### src/rtl/shift_extend_pkg.sv
// Shared definitions for the shift/extend pipeline: op-code enum and widths.
package shift_extend_pkg;

  localparam int OP_W = 3;

  typedef enum logic [OP_W-1:0] {
    OP_LSL  = 3'd0,
    OP_LSR  = 3'd1,
    OP_ASR  = 3'd2,
    OP_ROR  = 3'd3,
    OP_SXTB = 3'd4,
    OP_UXTB = 3'd5,
    OP_SXTH = 3'd6,
    OP_UXTH = 3'd7
  } op_e;

endpackage

### src/rtl/shift_extend_core.sv
// Combinational shift/rotate/extend datapath with carry-out.
// Optional feature macro: SHIFT_EXTEND_COUT_EN (carry-out computed when defined,
// otherwise cout is tied low).
module shift_extend_core
  import shift_extend_pkg::*;
#(
  parameter  int DATA_W  = 32,
  localparam int SHAMT_W = $clog2(DATA_W) + 1
) (
  input  logic [DATA_W-1:0]  data,
  input  logic [SHAMT_W-1:0] amount,
  input  op_e                op,
  input  logic               cin,
  output logic [DATA_W-1:0]  result,
  output logic               cout
);

  localparam int ROT_W = SHAMT_W - 1;

  // Shifts are done one bit wider than the datapath so the last bit shifted
  // out lands in the extra position and becomes the carry.
  logic [DATA_W:0]     lsl_w;
  logic [DATA_W:0]     lsr_w;
  logic [DATA_W:0]     asr_w;
  logic [2*DATA_W-1:0] ror_w;
  logic [SHAMT_W-1:0]  asr_amt;
  logic [ROT_W-1:0]    rot_amt;
  logic                carry;

  // Compute all candidate results, then select by op.
  always_comb begin
    lsl_w   = {1'b0, data} << amount;
    lsr_w   = {data, 1'b0} >> amount;
    // Saturating the ASR amount at DATA_W fills every bit (carry included) with the sign.
    asr_amt = (amount > SHAMT_W'(DATA_W)) ? SHAMT_W'(DATA_W) : amount;
    asr_w   = $signed({data, 1'b0}) >>> asr_amt;
    rot_amt = amount[ROT_W-1:0];
    ror_w   = {data, data} >> rot_amt;
    result  = data;
    carry   = cin;
    case (op)
      OP_LSL:  begin result = lsl_w[DATA_W-1:0]; carry = lsl_w[DATA_W];  end
      OP_LSR:  begin result = lsr_w[DATA_W:1];   carry = lsr_w[0];       end
      OP_ASR:  begin result = asr_w[DATA_W:1];   carry = asr_w[0];       end
      OP_ROR:  begin result = ror_w[DATA_W-1:0]; carry = ror_w[DATA_W-1]; end
      OP_SXTB: result = {{(DATA_W-8){data[7]}}, data[7:0]};
      OP_UXTB: result = {{(DATA_W-8){1'b0}}, data[7:0]};
      OP_SXTH: result = {{(DATA_W-16){data[15]}}, data[15:0]};
      OP_UXTH: result = {{(DATA_W-16){1'b0}}, data[15:0]};
    endcase
    // Nothing is shifted out at amount zero, so the carry passes through.
    if (amount == '0)
      carry = cin;
  end

`ifdef SHIFT_EXTEND_COUT_EN
  assign cout = carry;
`else
  logic unused_carry;
  assign unused_carry = carry;
  assign cout         = 1'b0;
`endif

endmodule

### src/rtl/shift_extend_pipe.sv
// Two-stage valid/ready shift/extend pipeline: S1 holds accepted operands,
// S2 holds the computed result. DATA_W must be a power of two, >= 16.
// Optional feature macro: SHIFT_EXTEND_COUT_EN (carry-in/carry-out path).
module shift_extend_pipe
  import shift_extend_pkg::*;
#(
  parameter  int DATA_W  = 32,
  localparam int SHAMT_W = $clog2(DATA_W) + 1
) (
  input  logic               clk,
  input  logic               rst,
  input  logic               in_valid,
  output logic               in_ready,
  input  logic [DATA_W-1:0]  in_data,
  input  logic [SHAMT_W-1:0] in_amount,
  input  logic [2:0]         in_op,
  input  logic               in_cin,
  output logic               out_valid,
  input  logic               out_ready,
  output logic [DATA_W-1:0]  out_data,
  output logic               out_cout
);

  logic               s1_valid;
  logic [DATA_W-1:0]  s1_data;
  logic [SHAMT_W-1:0] s1_amount;
  op_e                s1_op;
  logic               s1_cin;
  logic               s1_adv;
  logic               s2_valid;
  logic [DATA_W-1:0]  s2_data;
  logic [DATA_W-1:0]  core_data;
  logic               core_cout;

  // S2 is free or draining this cycle, so S1 may move forward.
  assign s1_adv   = !s2_valid || out_ready;
  assign in_ready = !rst && (!s1_valid || s1_adv);

  // S1: capture an accepted operand beat, or empty when S1 moves on with no new beat.
  always_ff @(posedge clk) begin
    if (rst) begin
      s1_valid <= 1'b0;
    end else if (in_ready) begin
      s1_valid <= in_valid;
      if (in_valid) begin
        s1_data   <= in_data;
        s1_amount <= in_amount;
        s1_op     <= op_e'(in_op);
      end
    end
  end

`ifdef SHIFT_EXTEND_COUT_EN
  // S1 carry-in, loaded alongside the operand.
  always_ff @(posedge clk) begin
    if (!rst && in_ready && in_valid)
      s1_cin <= in_cin;
  end
`else
  logic unused_cin;
  assign unused_cin = in_cin;
  assign s1_cin     = 1'b0;
`endif

  shift_extend_core #(.DATA_W(DATA_W)) u_core (
    .data   (s1_data),
    .amount (s1_amount),
    .op     (s1_op),
    .cin    (s1_cin),
    .result (core_data),
    .cout   (core_cout)
  );

  // S2: load the computed result when S1 advances; hold while the consumer stalls.
  always_ff @(posedge clk) begin
    if (rst) begin
      s2_valid <= 1'b0;
      s2_data  <= '0;
    end else if (s1_adv) begin
      s2_valid <= s1_valid;
      if (s1_valid)
        s2_data <= core_data;
    end
  end

`ifdef SHIFT_EXTEND_COUT_EN
  logic s2_cout;

  // S2 carry-out, loaded alongside the result.
  always_ff @(posedge clk) begin
    if (rst)
      s2_cout <= 1'b0;
    else if (s1_adv && s1_valid)
      s2_cout <= core_cout;
  end

  assign out_cout = s2_cout;
`else
  logic unused_core_cout;
  assign unused_core_cout = core_cout;
  assign out_cout         = 1'b0;
`endif

  assign out_valid = s2_valid;
  assign out_data  = s2_data;

endmodule

### config.mk
export PLATFORM = sky130hd
export DESIGN_NAME = shift_extend_pipe
export DESIGN_NICKNAME = d
export VERILOG_FILES = /design/src/rtl/shift_extend_pkg.sv /design/src/rtl/shift_extend_core.sv /design/src/rtl/shift_extend_pipe.sv
export SDC_FILE = /design/constraint.sdc
export NUM_CORES = 1
export LEC_CHECK = 0
export ABC_AREA = 1
export CAP_MARGIN = 20
export CORE_MARGIN = 8
export CORE_UTILIZATION = 55
export CTS_BUF_LIST = sky130_fd_sc_hd__clkbuf_8
export DETAILED_ROUTE_END_ITERATION = 16
export PLACE_DENSITY = 0.77
export SLEW_MARGIN = 20
export SYNTH_ARGS = -nofsm -noshare
export SYNTH_HDL_FRONTEND = slang
export SYNTH_HIERARCHICAL = 1
export SYNTH_SLANG_ARGS = --single-unit
### constraint.sdc
create_clock -name clk -period 4.1 [get_ports clk]
set_input_delay 0.82 -clock clk [delete_from_list [all_inputs] [get_ports clk]]
set_output_delay 0.82 -clock clk [all_outputs]
set_load 0.05 [all_outputs]
==> metrics.cfg <==
[synthesis]
ys_warn_count=6
synthesis.area_um2=9020
syn-num-nets=1669
syn_area_per_cell_um2=5.56
netlist_instances=1623

[die]
io_pins=81
start_util_pct=55.4
design.core.area_um2=16300
die-width_um=144
rows=47
die_area_um2=20800
die_h_um=144

[routing]
ant_nets=0
drc=0
firstDrtPassIters=6
first_iter_violations=2067
vias=11600
viasPerCell=6.32
routed_wl_mm=37.2
wl_per_cell_um=20.2

[sta]
hold-worst-slack_ps=482
period_needed_ps=3070
slew_headroom_pct=36.4
timing.fmax_ghz=0.325
fin_ws_ps=1030
rsz0062_at_grt=no
final-setup-viol-count=0
slew_violations=0
tightest_slew_ps=951
hold_viol=0
timing.final.crit_share_pct=75.0
tns_ps=0
skew_ps=32.5

[grt]
grt_max_degree=78
antenna_found_initial=0
grt_pass1_wl_mm=56.7
grt_pass1_vias=10000
groute.usage.overall_pct=36.0
overflow=0

[setup_path]
critPathSlowestCell=edfxtp_1
worstSetupStartpoint=s1_amount[5]$_DFFE_PP_
path_common_cell=nand3_1
critical_path_class=reg2reg
worstPathArrival_ps=3340
cpPeakStageDelay_ps=550
rrSetupSlack_ps=1030
startpoint_type=register
cp_max_fo=46
endpoint_kind=register
cp_num_buf_inv=3
r2r_start=s1_amount[5]$_DFFE_PP_
required_ps=4370
path_cells=inv_2, nand2_4, o21ai_0, inv_1, nand2_1, nand3_1, nand3_1, nand3_1, nand2_1, nand4_1, inv_1, nand3_1, nand2_1, nor2_1
path_delay_family=simple AND/OR/NAND/NOR gates

[finish]
syn_to_final_growth_pct=9.39
drive_above_1_share_pct=4.57
fillCellCount=1734
antennaDiodeCount=0
multi_input_area_um2=6120
regArea_um2=1910
final_area_um2=9870
nNetsFinal=1662

[placed_design]
dpl_worst_slack_ps=1130
place_hpwl_mm=27.4
place_area_um2=9600
gp_congestion=1.09
io_buffers=78

[clocking]
cts_tree=yes
cts_made_buffers=9
clock-sinks=75
htree_levels=3
clk_path_buf_depth=2
clkLatencyLatePin_ps=390
post-cts-setup-buffer-count=0
holdBufCountCts=0
cts.clk_slew.worst_paths_ps=90
post_cts_resize_count=0
root_buffer=clkbuf_8

[pwr]
p_leak_nw=4.52
powerDensity_nw_per_um2=261
switchingPower_w=0.000989
switching_share_pct=38.4
p_int_w=0.00159
clkPwrFrac_pct=30.4
pwr-share-seq_pct=34.6
power_w=0.00258
peakVddDrop_uv=225
p_comb_share_pct=35.0

[hold_path]
min_from=out_data[5]$_SDFFE_PP0P_
hold_path.class=reg2reg

[flow_run]
max-cap-violations=0

[status]
status=finished, final reports clean

-- final cells by class --
| cell class | count | share of cell area, % |
|---|---|---|
| clock buffers | 9 | 1.26 |
| clock inverters | 7 | 1.43 |
| inverters | 82 | 3.16 |
| multi-input cells | 1345 | 62.1 |
| flip-flops and latches | 75 | 19.4 |
| well taps | 220 | 2.79 |
| repair buffers | 103 | 9.92 |
-- final timing paths --
check / cells past startpoint / to
setup / recovery: 14 / out_data[20]$_SDFFE_PP0P_
hold / removal: 2 / out_data[5]$_SDFFE_PP0P_
setup reg to reg: 14 / out_data[20]$_SDFFE_PP0P_
hold reg to reg: 2 / out_data[5]$_SDFFE_PP0P_
-- worst register-to-register path, delay by kind of cell, from the launching register on --
kind	cells	cell delay, ps
compound gates	1	420
flops	1	550
simple gates	10	1400
buf+inv	3	600
-- through the flow --
stage	cells	util (%)
after CTS	1841	60.6
final	1841	60.6
after global placement	1825	59.0
after detailed placement	1825	59.0
after global routing	1841	60.6
after floorplan	1623	-
-- power groups by stage --
stage	clock network, W	logic (W)	registers, W
after floorplan	0	0.000558	0.000960
after global placement	0	0.000864	0.000904
after detailed placement	0	0.000872	0.000905
after CTS	0.000797	0.000874	0.000888
after global routing	0.000822	0.000982	0.000893
final	0.000784	0.000902	0.000891
-- state kept, by name, summed over array words and instances, names as in the netlist --
| name | cells |
|---|---|
| out_data | 32 |
| out_valid | 1 |
| s1_amount | 6 |
| s1_data | 32 |
| s1_op | 3 |
| s1_valid | 1 |
-- layout by cell type (no fill, tap or decap), types with 3 or more instances in the layout --
cell and instances:
dfxtp_1 33, or2_2 3, nand4_1 8, a31oi_1 4
clkbuf_8 9, inv_2 11, clkdlybuf4s50_1 77, and2_1 11
edfxtp_1 41, nor2_1 81, nand3_1 513, bufinv_16 4
o211ai_1 21, o21ai_0 34, nand2_1 527, nor2_2 3
inv_1 70, a21oi_1 91, buf_4 25, nand2_2 4
o21ai_1 25
-- per-layer routing --
metal	GRT usage [%]	vias up	part of all wire [%]
li1	-	5463	-
met1	46.7	5156	39
met2	50.3	841	40
met3	11.7	169	14
met4	22.8	0	6.8
met5	0	-	0
Power figures use the tool's default switching activity.
